[config.mk]
export PLATFORM = sky130hd
export DESIGN_NAME = alu_result_decoder
export DESIGN_NICKNAME = d
export VERILOG_FILES = /design/src/rtl/alu_result_decoder_pkg.sv /design/src/rtl/alu_result_decoder_bcd_add3.sv /design/src/rtl/alu_result_decoder.sv
export SDC_FILE = /design/constraint.sdc
export NUM_CORES = 1
export LEC_CHECK = 0
export ABC_CLOCK_PERIOD_IN_PS = 2100
export CORE_UTILIZATION = 23
export DETAILED_ROUTE_END_ITERATION = 6
export GPL_TIMING_DRIVEN = 0
export PLACE_DENSITY = 0.52
export RECOVER_POWER = 100
export SKIP_LAST_GASP = 1
export SYNTH_ARGS = -nofsm -noshare
export SYNTH_HDL_FRONTEND = slang
export SYNTH_HIERARCHICAL = 1
export SYNTH_SLANG_ARGS = --single-unit
[constraint.sdc]
create_clock -name clk -period 2.1 [get_ports clk]
set_input_delay 0.315 -clock clk [delete_from_list [all_inputs] [get_ports clk]]
set_output_delay 0.315 -clock clk [all_outputs]
set_load 0.02 [all_outputs]
[src/rtl/alu_result_decoder_pkg.sv]
// ============================================================================
// | Package     : alu_dec_pkg                                                |
// | Description : Shared types and constants for the ALU result decoder:     |
// |               FSM state encoding, blank digit code and the shift-counter |
// |               width helper.                                              |
// | Revision    : 1.0 - initial release                                      |
// ============================================================================
`default_nettype none

package alu_dec_pkg;

  // Decoder control states.
  typedef enum logic [1:0] {
    S_IDLE  = 2'd0,
    S_SHIFT = 2'd1,
    S_DONE  = 2'd2
  } dec_state_e;

  // Digit code the display driver renders as an unlit position.
  localparam logic [3:0] BLANK_DIGIT = 4'hF;

  // Counter must be able to hold the value WIDTH (number of shifts).
  function automatic int cnt_width(input int width);
    return $clog2(width + 1);
  endfunction

endpackage : alu_dec_pkg

`default_nettype wire

[src/rtl/alu_result_decoder_bcd_add3.sv]
// ============================================================================
// | Module      : bcd_add3                                                   |
// | Description : Combinational double-dabble digit corrector. A digit of 5  |
// |               or more gets +3 so the following left shift carries into   |
// |               the next decade correctly.                                 |
// | Revision    : 1.0 - initial release                                      |
// ============================================================================
`default_nettype none

module bcd_add3 (
  input  logic [3:0] digit_in,
  output logic [3:0] digit_out
);

  // Per-digit correction; no carry leaves the nibble.
  always_comb begin
    digit_out = digit_in;
    if (digit_in >= 4'd5) begin
      digit_out = digit_in + 4'd3;
    end
  end

endmodule : bcd_add3

`default_nettype wire

[src/rtl/alu_result_decoder.sv]
// ============================================================================
// | Module      : alu_result_decoder                                         |
// | Description : Converts an ALU result word (with sign and overflow flags) |
// |               into sign-magnitude BCD digits using a serial shift-add-3  |
// |               conversion, one bit per clock. Valid/ready on both sides.  |
// | Options     : ALU_DEC_LEADING_ZERO_BLANK_EN - leading zero digits above  |
// |               the least significant digit are replaced by the blank code.|
// | Revision    : 1.0 - initial release                                      |
// ============================================================================
`default_nettype none

module alu_result_decoder
  import alu_dec_pkg::*;
#(
  parameter int WIDTH  = 8,
  parameter int DIGITS = 3
) (
  input  logic                  clk,
  input  logic                  rst_n,
  input  logic                  in_valid,
  output logic                  in_ready,
  input  logic [WIDTH-1:0]      result,
  input  logic                  sign,
  input  logic                  overflow,
  output logic                  out_valid,
  input  logic                  out_ready,
  output logic [4*DIGITS-1:0]   bcd,
  output logic                  neg,
  output logic                  ovf
);

  localparam int CW = cnt_width(WIDTH);
  localparam int BW = 4 * DIGITS;

  dec_state_e        state_q, state_d;
  logic [WIDTH-1:0]  mag_q,   mag_d;
  logic [BW-1:0]     acc_q,   acc_d;
  logic [CW-1:0]     cnt_q,   cnt_d;
  logic [BW-1:0]     bcd_q,   bcd_d;
  logic              neg_q,   neg_d;
  logic              ovf_q,   ovf_d;

  logic [BW-1:0]     acc_adj;    // accumulator after per-digit correction
  logic [BW-1:0]     acc_shift;  // corrected accumulator shifted, magnitude MSB in
  logic [BW-1:0]     load_raw;   // digits about to be presented (plain BCD)
  logic [BW-1:0]     load_fmt;   // same digits after optional blanking

  // One corrector per BCD digit of the accumulator.
  for (genvar g = 0; g < DIGITS; g++) begin : g_add3
    bcd_add3 u_add3 (
      .digit_in  (acc_q[4*g +: 4]),
      .digit_out (acc_adj[4*g +: 4])
    );
  end

  // Shift the {accumulator, magnitude} pair left by one bit.
  always_comb begin
    acc_shift = (acc_adj << 1) | {{(BW-1){1'b0}}, mag_q[WIDTH-1]};
  end

  // Digits loaded on entry to DONE: final shift result, or zero for overflow.
  always_comb begin
    load_raw = '0;
    if (state_q == S_SHIFT) begin
      load_raw = acc_shift;
    end
  end

  // Optional leading-zero blanking; the least significant digit always shows.
  always_comb begin
    load_fmt = load_raw;
`ifdef ALU_DEC_LEADING_ZERO_BLANK_EN
    begin : blk_blank
      logic leading;
      leading = 1'b1;
      for (int i = DIGITS - 1; i > 0; i--) begin
        if (leading && (load_raw[4*i +: 4] == 4'd0)) begin
          load_fmt[4*i +: 4] = BLANK_DIGIT;
        end else begin
          leading = 1'b0;
        end
      end
    end
`endif
  end

  // Next-state and datapath update.
  always_comb begin
    state_d = state_q;
    mag_d   = mag_q;
    acc_d   = acc_q;
    cnt_d   = cnt_q;
    bcd_d   = bcd_q;
    neg_d   = neg_q;
    ovf_d   = ovf_q;
    case (state_q)
      S_IDLE: begin
        if (in_valid) begin
          if (overflow) begin
            // Overflow skips conversion and shows a zero value with the flag.
            bcd_d   = load_fmt;
            neg_d   = 1'b0;
            ovf_d   = 1'b1;
            state_d = S_DONE;
          end else begin
            // Two's complement negate; 8'h80 negates to 128 unsigned.
            mag_d   = sign ? (~result + WIDTH'(1)) : result;
            neg_d   = sign;
            ovf_d   = 1'b0;
            acc_d   = '0;
            cnt_d   = '0;
            state_d = S_SHIFT;
          end
        end
      end
      S_SHIFT: begin
        acc_d = acc_shift;
        mag_d = mag_q << 1;
        cnt_d = cnt_q + CW'(1);
        if (cnt_q == CW'(WIDTH - 1)) begin
          bcd_d   = load_fmt;
          state_d = S_DONE;
        end
      end
      S_DONE: begin
        if (out_ready) begin
          state_d = S_IDLE;
        end
      end
      default: begin
        state_d = S_IDLE;
      end
    endcase
  end

  // State and datapath registers; reset aborts any conversion in flight.
  always_ff @(posedge clk or negedge rst_n) begin
    if (!rst_n) begin
      state_q <= S_IDLE;
      mag_q   <= '0;
      acc_q   <= '0;
      cnt_q   <= '0;
      bcd_q   <= '0;
      neg_q   <= 1'b0;
      ovf_q   <= 1'b0;
    end else begin
      state_q <= state_d;
      mag_q   <= mag_d;
      acc_q   <= acc_d;
      cnt_q   <= cnt_d;
      bcd_q   <= bcd_d;
      neg_q   <= neg_d;
      ovf_q   <= ovf_d;
    end
  end

  assign in_ready  = (state_q == S_IDLE);
  assign out_valid = (state_q == S_DONE);
  assign bcd       = bcd_q;
  assign neg       = neg_q;
  assign ovf       = ovf_q;

endmodule : alu_result_decoder

`default_nettype wire
# Yosys cells after proc, flatten, opt, wreduce, memory -nomap -nowiden
# Index checks and enable logic that the tools add are counted.
# totals
regBits,40
latchBits,0
ram_bits,0
rom_bits,0
in_bits,14
output_inout_bits,16
word_cells,56
memories,0
# classes
n_addsub,5
n_mul,0
n_div,0
order_cmp,3
eq_ne,8
shifts,0
n_mux,25
bitwise_logic,2
n_reduce_logical,6
# ops
operator,n
two-way mux 12 bit,6
one-hot mux 12 bit (2 select lines),2
two-way mux 8 bit,3
two-way mux 4 bit,4
one-hot mux 8 bit (2 select lines),1
>= comparator 4 x 3 -> 1 bit (second input constant),3
OR 12 x 1 -> 12 bit,1
adder 4 x 2 -> 4 bit (second input constant),2
adder 8 x 1 -> 8 bit (second input constant),1
two-way mux 2 bit,4
inverter 8 bit,1
one-hot mux 4 bit (2 select lines),1
!= test 2 x 1 -> 1 bit (second input constant),3
one-hot mux 2 bit (3 select lines),1
AND reduction 3 bit,2
adder 4 x 1 -> 4 bit (second input constant),1
equality test 4 x 3 -> 1 bit (second input constant),1
!= test 2 bit (second input constant),2
AND reduction 4 bit,1
adder 3 x 2 -> 3 bit (second input constant),1
two-way mux 3 bit,1
equality test 2 x 1 -> 1 bit (second input constant),1
equality test 2 bit (second input constant),1
zero test 2 bit,1
3 further kinds,4

# Depth between registers and ports, before layout
# Gate-level depths: netlist of run 1.
# depth
depth_word,7
mapped_depth,6
depth_no_buf,6

# Hierarchy
# The synthesis of run 1 kept the hierarchy.
# modules_own_cells
module,instances,cells_per_inst,area_per_inst_um2,seq_area_each_um2
alu_result_decoder,1,143,1705.4,1001.0
bcd_add3,3,16,101.3,0.0

# Least setup slack after synthesis of run 1
# No wires, ideal clock.
# synth_path
path_type,register to register
startpoint,register cnt_q[0]
endpoint,register bcd_q[3] (netlist: bcd[3])
setup_ns,0.121
t_arrival_ns,1.293
required_ns,1.979
slack_ns,0.686
stages_incl_launch_ff,7
n_path_buf,1
synth_period_minus_slack_ns,1.414
cell_sequence,dfrtp_1 -> ha_1 -> and3b_1 -> nand2_1 -> a21o_1 -> buf_2 -> a22o_1
# synth_via
elab_chain_len,3
# synth_rtl
element,line,source
start: declaration,alu_result_decoder.sv:38,"logic [CW-1:0] cnt_q, cnt_d;"
start signal: assignment,alu_result_decoder.sv:150,cnt_q <= cnt_d;
equality test 4 x 3 -> 1 bit,alu_result_decoder.sv:120,if (cnt_q == CW'(WIDTH - 1)) begin
!= test 2 x 1 -> 1 bit (no source line),--,
AND reduction 4 bit (no source line),--,
end signal: assignment,alu_result_decoder.sv:143,bcd_q <= '0;
end signal: assignment,alu_result_decoder.sv:151,bcd_q <= bcd_d;
end: declaration,alu_result_decoder.sv:39,"logic [BW-1:0] bcd_q, bcd_d;"
# No other way between the ends.
# A chain may end at the register's enable or synchronous reset.

# Worst setup path after layout of run 1
# layout_path
startpoint,register state_q[0]
endpoint,output port out_valid
# layout_via
elab_chain_len,1
# layout_rtl
element,line,source
start: declaration,alu_result_decoder.sv:35,"dec_state_e state_q, state_d;"
start signal: assignment,alu_result_decoder.sv:147,state_q <= state_d;
equality test 2 bit,alu_result_decoder.sv:158,assign out_valid = (state_q == S_DONE);
end: declaration,alu_result_decoder.sv:25,"output logic out_valid,"
# No other way between the ends.

==> results of run 1 <==
## state kept, by name (all words and copies together), names as in the netlist
signal	flops
acc_q	12
neg	1
state_q	2
ovf	1
mag_q	8
cnt_q	4
bcd	12
## metrics by stage
| stage | total power (µW) | area [µm²] | hold slack [ns] |
|---|---|---|---|
| CTS | 2854 | 2526 | 0.4109 |
| global route | 2996 | 2497 | 0.5146 |
| global placement | 2278 | 2411 | 0.4670 |
| detailed placement | 2308 | 2426 | 0.1914 |
| finish | 2763 | 2497 | 0.4783 |
| floorplan | 1920 | 1989 | 0.01941 |
## worst max-delay path by stage
stage,end,slack [ns],cells past startpoint
floorplan,bcd[3]$_DFFE_PN0P_,0.69,6
global placement,mag_q[3]$_DFFE_PN0P_,-0.37,1
detailed placement,mag_q[5]$_DFFE_PN0P_,0.19,5
CTS,in_ready,0.07,3
global route,out_valid,0.07,3
finish,out_valid,0.18,3
## report_power, final
part,internal (µW),switching [µW],total [µW]
logic,459,644,1100
clock network,268,263,531
registers,974,154,1130
total,1700,1060,2760
## what timing repair did
item                       CTS  global route
setup endpoints to repair    0             1
hold buffers                 1             0
resized for setup            0             1
hold endpoints to repair     8             0
## cell usage in the layout (no fill, tap or decap), types with 2 or more instances in the layout
master	n
mux2i_1	5
ha_1	8
a21oi_2	3
clkbuf_8	6
nand2_1	22
nor2_1	10
clkbuf_2	4
nand2b_1	7
clkbuf_1	6
dfrtp_1	40
a22oi_1	4
a22o_1	25
o21ai_1	3
inv_1	9
o211ai_1	3
xnor2_1	7
a21boi_0	3
clkdlybuf4s50_1	12
nor2b_1	2
dlygate4sd3_1	16
o31ai_1	2
o21ai_0	12
xor2_1	4
## layout make-up
| class | count | share of cell area |
|---|---|---|
| Timing Repair Buffer | 31 | 0.1172 |
| Clock buffer | 8 | 0.03607 |
| Buffer | 7 | 0.01403 |
| Sequential cell | 40 | 0.4008 |
| Inverter | 9 | 0.01353 |
| Multi-Input combinational cell | 131 | 0.3657 |
| Tap cell | 105 | 0.05261 |
## per-layer routing
| layer | vias up | wire, µm | share of wire | global-route usage |
|---|---|---|---|---|
| li1 | 740 | - | - | - |
| met1 | 700 | 2167 | 0.51 | 0.1438 |
| met2 | 30 | 1891 | 0.44 | 0.1691 |
| met3 | 5 | 169 | 0.040 | 0.02496 |
| met4 | 0 | 42 | 0.0098 | 0.03409 |
| met5 | - | 0 | 0 | 0 |
==> metrics.cfg, run 1 <==
[synthesis]
synth_nets=209
postSynthAreaPerCell_um2=10.64
synth_cells=187
netlist_area_um2=1989
yosys_warnings=6

[clock_tree]
clk_root_buffer_cell=clkbuf_8
clockBufferDepth=2
clock-sinks=40
htree_levels=2
clkTransAtPathRegs_ns=0.08
cts_tree=built
insertion_delay_ns=0.29
cts_setup_buffers=0
numCtsBuffers=5

[drt]
vias_per_cell=4.456
ant_nets=0
drc=0
drtIter0Drc=55
routed_wl_um=4271
routedWlPerCell_um=12.90
dr.pass1.iters=4
via_count=1475

[worst_hold_path]
min-delay-path-class=in -> async

[finish]
nFillCells=865
seq_area_um2=1001
num_antenna_cells=0
drive_above_1_share=0.07522
instances_no_fill=331
post-route-util=0.3009
syn2layout_area_growth_pct=25.53
multi_input_area_um2=913.4
final_nets=247

[run_status]
status=finished clean

[global_route]
track_usage=0.1070
grt_pass1_vias=1466
antenna_found_initial=0
grt_pass1_wl_um=7341
overflow=0
grt_max_degree=33

[sta]
fin_crit_ns=1.915
period_share=0.9121
layout_setup_ws_ns=0.1846
rsz0062_at_grt=no
max_slew_margin=0.4675
hold_viol=0
worst_slew_pin_slew_ns=0.7988
fmax_ghz=0.5221
maxSlewViolCount=0
fin_tns_setup_ns=0
final-setup-viol-count=0
clock_skew_ns=0.01043

[floorplanning]
core-area_um2=8299
io_pins=30
initial_core_util=0.2397
dieArea_um2=9026
num_rows=33
die_x_um=95.01
die_h_um=95.01

[critical_path]
crit_path_max_fanout=10
path_cells=clkbuf_1 -> nor2_1 -> clkdlybuf4s50_1
worstSetupStartpoint=state_q[0]$_DFFE_PN0P_
critPathArrivalTime_ns=1.60
critPathLaunchType=flip-flop
r2r_end=bcd[10]$_DFFE_PN0P_
critPathRequiredTime_ns=1.78
critPathSlowestCell=clkdlybuf4s50_1
path_delay_family=buffers and inverters
r2r_setup_slack_ns=0.39
reg2reg_depth=6
r2r_start=cnt_q[0]$_DFFE_PN0P_
cp-end-kind=output pin
slowest_delay_ns=0.61
critPathKind=reg -> out
critPathBufInv=2

[placed_design]
place_inst=322
dp_hpwl_um=3138
numPortBuffers=29
place.gp.congestion=0.7295
pre_cts_ws_ns=0.1876

[power_and_ir_drop]
irDropWorstVdd_mv=0.4172
power.density_nw_per_um2=1106
leakagePower_uw=0.001167

[job]
maxCapViolations=0

Note: power is estimated with default switching activity, not from simulation.
==> run 2, diff against run 1 <==
--- a/config.mk
+++ b/config.mk
@@ -7,6 +7,7 @@
 export LEC_CHECK = 0
 export ABC_CLOCK_PERIOD_IN_PS = 2100
 export CORE_UTILIZATION = 23
+export CTS_CLUSTER_SIZE = 10
 export DETAILED_ROUTE_END_ITERATION = 6
 export GPL_TIMING_DRIVEN = 0
 export PLACE_DENSITY = 0.52
==> results of run 2 <==
No change in the layout: final DEF, timing and power equal those of run 1.
==> run 3, diff against run 2 <==
--- a/config.mk
+++ b/config.mk
@@ -5,12 +5,12 @@
 export SDC_FILE = /design/constraint.sdc
 export NUM_CORES = 1
 export LEC_CHECK = 0
-export ABC_CLOCK_PERIOD_IN_PS = 2100
+export ABC_CLOCK_PERIOD_IN_PS = 1600
 export CORE_UTILIZATION = 23
 export CTS_CLUSTER_SIZE = 10
 export DETAILED_ROUTE_END_ITERATION = 6
 export GPL_TIMING_DRIVEN = 0
-export PLACE_DENSITY = 0.52
+export PLACE_DENSITY = 0.53
 export RECOVER_POWER = 100
 export SKIP_LAST_GASP = 1
 export SYNTH_ARGS = -nofsm -noshare
==> constraint.sdc (replaced) <==
create_clock -name clk -period 1.6 [get_ports clk]
set_input_delay 0.24 -clock clk [delete_from_list [all_inputs] [get_ports clk]]
set_output_delay 0.24 -clock clk [all_outputs]
set_load 0.02 [all_outputs]
==> run 3 against run 2 <==
Against the previous run:
- largest cell class unchanged
- register-to-register slack worse by 0.35 ns
- combinational power is 55% higher
- critical endpoint is now bcd[11]$_DFFE_PN0P_
- clock-buffer cell count fell by 3
- non-clock buffer count is 8 higher
- die area unchanged
- highest routed layer unchanged
- largest power group is now combinational cells
- routed wire length rose by 6.1%
- critical path depth rose by 3
- sequential share of layout area is 1.6 points lower
- hold slack got worse by 0.071 ns
- sequential power grew 32%
- power rose by 37%
- flip-flop and latch count unchanged
==> metrics.cfg, run 3 (synthesized netlist as in run 1, its figures left out) <==
[run_status]
status=finished clean

[finish]
num_antenna_cells=0
syn2layout_area_growth_pct=31.26
nFillCells=863
seq_area_um2=1005
final_nets=255
final_common_cell=dfrtp_1
multi_input_area_um2=968.4
most-common-layout-cells=dfrtp_1 (37), clkdlybuf4s50_1 (26), a22o_1 (25)
drive_above_1_share=0.1905

[drt]
dr.pass1.iters=4
drc=0
ant_nets=0
routedWlPerCell_um=13.49
drtIter0Drc=65
routed_wl_um=4531
vias_per_cell=4.548
via_count=1528

[clock_tree]
cts_tree=built
clk_root_buffer_cell=clkbuf_8
insertion_delay_ns=0.29
clkTransAtPathRegs_ns=0.07
htree_levels=2
numCtsBuffers=5
clock-sinks=40
clockBufferDepth=2

[global_route]
grt_pass1_vias=1507
use_met2=0.1679
use_met3=0.03301
grt_pass1_wl_um=7569
grt_max_degree=33
overflow=0
antenna_found_initial=0
track_usage=0.1108
grt-busiest-layer=met2
grtUsageMet1=0.1530

[power_and_ir_drop]
irDropWorstVdd_mv=0.5947
power_uw=3798
leakagePower_uw=0.001155
power.density_nw_per_um2=1454

[sta]
fmax_ghz=0.6394
clock_skew_ns=0.009839
layout_setup_ws_ns=0.03613
worst_slew_pin_slew_ns=0.4607
fin_crit_ns=1.564
final-setup-viol-count=0
fin_tns_setup_ns=0
hold_ws_ns=0.4075
period_share=0.9774
hold_viol=0
max_slew_margin=0.6929
rsz0062_at_grt=yes
maxSlewViolCount=0

[placed_design]
pre_cts_ws_ns=-0.2211
place.gp.congestion=0.7262
numPortBuffers=29
dp_hpwl_um=3138

[critical_path]
path_cells=ha_2 -> and3b_2 -> nand2_2 -> a21o_4 -> buf_4 -> a22o_1
r2r_setup_slack_ns=0.04
critPathLaunchType=flip-flop
crit_path_max_fanout=4
critPathBufInv=1
slowest_delay_ns=0.39
cp-end-kind=flip-flop
critPathKind=reg -> reg
critPathRequiredTime_ns=1.77
path_delay_family=compound AO/OA/AOI/OAI gates
r2r_start=cnt_q[1]$_DFFE_PN0P_
worstSetupStartpoint=cnt_q[1]$_DFFE_PN0P_
r2r_end=bcd[11]$_DFFE_PN0P_
critPathSlowestCell=dfrtp_1
critPathArrivalTime_ns=1.73
reg2reg_depth=6

[job]
maxCapViolations=0

[floorplanning]
dieArea_um2=9026
die_h_um=95.01
io_pins=30
num_rows=33
core-area_um2=8299
initial_core_util=0.2397
die_x_um=95.01

[worst_hold_path]
min-delay-path-class=in -> async

-- run 3: metal layers --
layer	wire, µm	vias up
li1	-	759
met1	2240	736
met2	2095	31
met3	171	2
met4	24	0
met5	0	-
-- run 3: timing repair --
action,4_1_cts,5_1_grt
hold buffers,1,0
buffers inserted,0,7
gates resized for setup,5,22
gates cloned,0,1
hold endpoints to repair,8,0
endpoints found under the setup margin,13,15
pin swaps,0,12
-- run 3: area by class of cell --
type / instances / area share
Timing Repair Buffer: 39 / 0.1380
Multi-Input combinational cell: 131 / 0.3709
Clock buffer: 5 / 0.02635
Inverter: 9 / 0.01294
Buffer: 7 / 0.01677
Tap cell: 105 / 0.05031
Sequential cell: 40 / 0.3848
-- run 3: worst reg2reg max path, cell delays in order (launching register included) --
cell	delay (ns)
dfrtp_1	0.39
ha_2	0.19
and3b_2	0.20
nand2_2	0.06
a21o_4	0.25
buf_4	0.14
a22o_1	0.22
-- run 3: through the flow --
stage / instances / area (µm²) / utilization
after floorplan: 187 / 1989 / -
after global placement: 321 / 2411 / 0.2905
after detailed placement: 322 / 2426 / 0.2923
after CTS: 328 / 2512 / 0.3027
after global routing: 336 / 2611 / 0.3146
final: 336 / 2611 / 0.3146
-- run 3: how the worst max path moves through the flow --
stage / end / slack (ns) / cells after the start
final: bcd[11]$_DFFE_PN0P_ / 0.04 / 6
after CTS: in_ready / -0.04 / 3
after detailed placement: mag_q[5]$_DFFE_PN0P_ / -0.22 / 5
after floorplan: bcd[3]$_DFFE_PN0P_ / 0.19 / 6
after global routing: bcd[11]$_DFFE_PN0P_ / -0.03 / 6
after global placement: mag_q[3]$_DFFE_PN0P_ / -0.79 / 1
-- run 3: power by group --
part	leakage (µW)	internal [µW]	switching (µW)	total [µW]
combinational	0.000590	779	922	1700
clock	0.0000359	281	323	604
sequential	0.000529	1280	210	1490
total	0.00115	2340	1460	3800
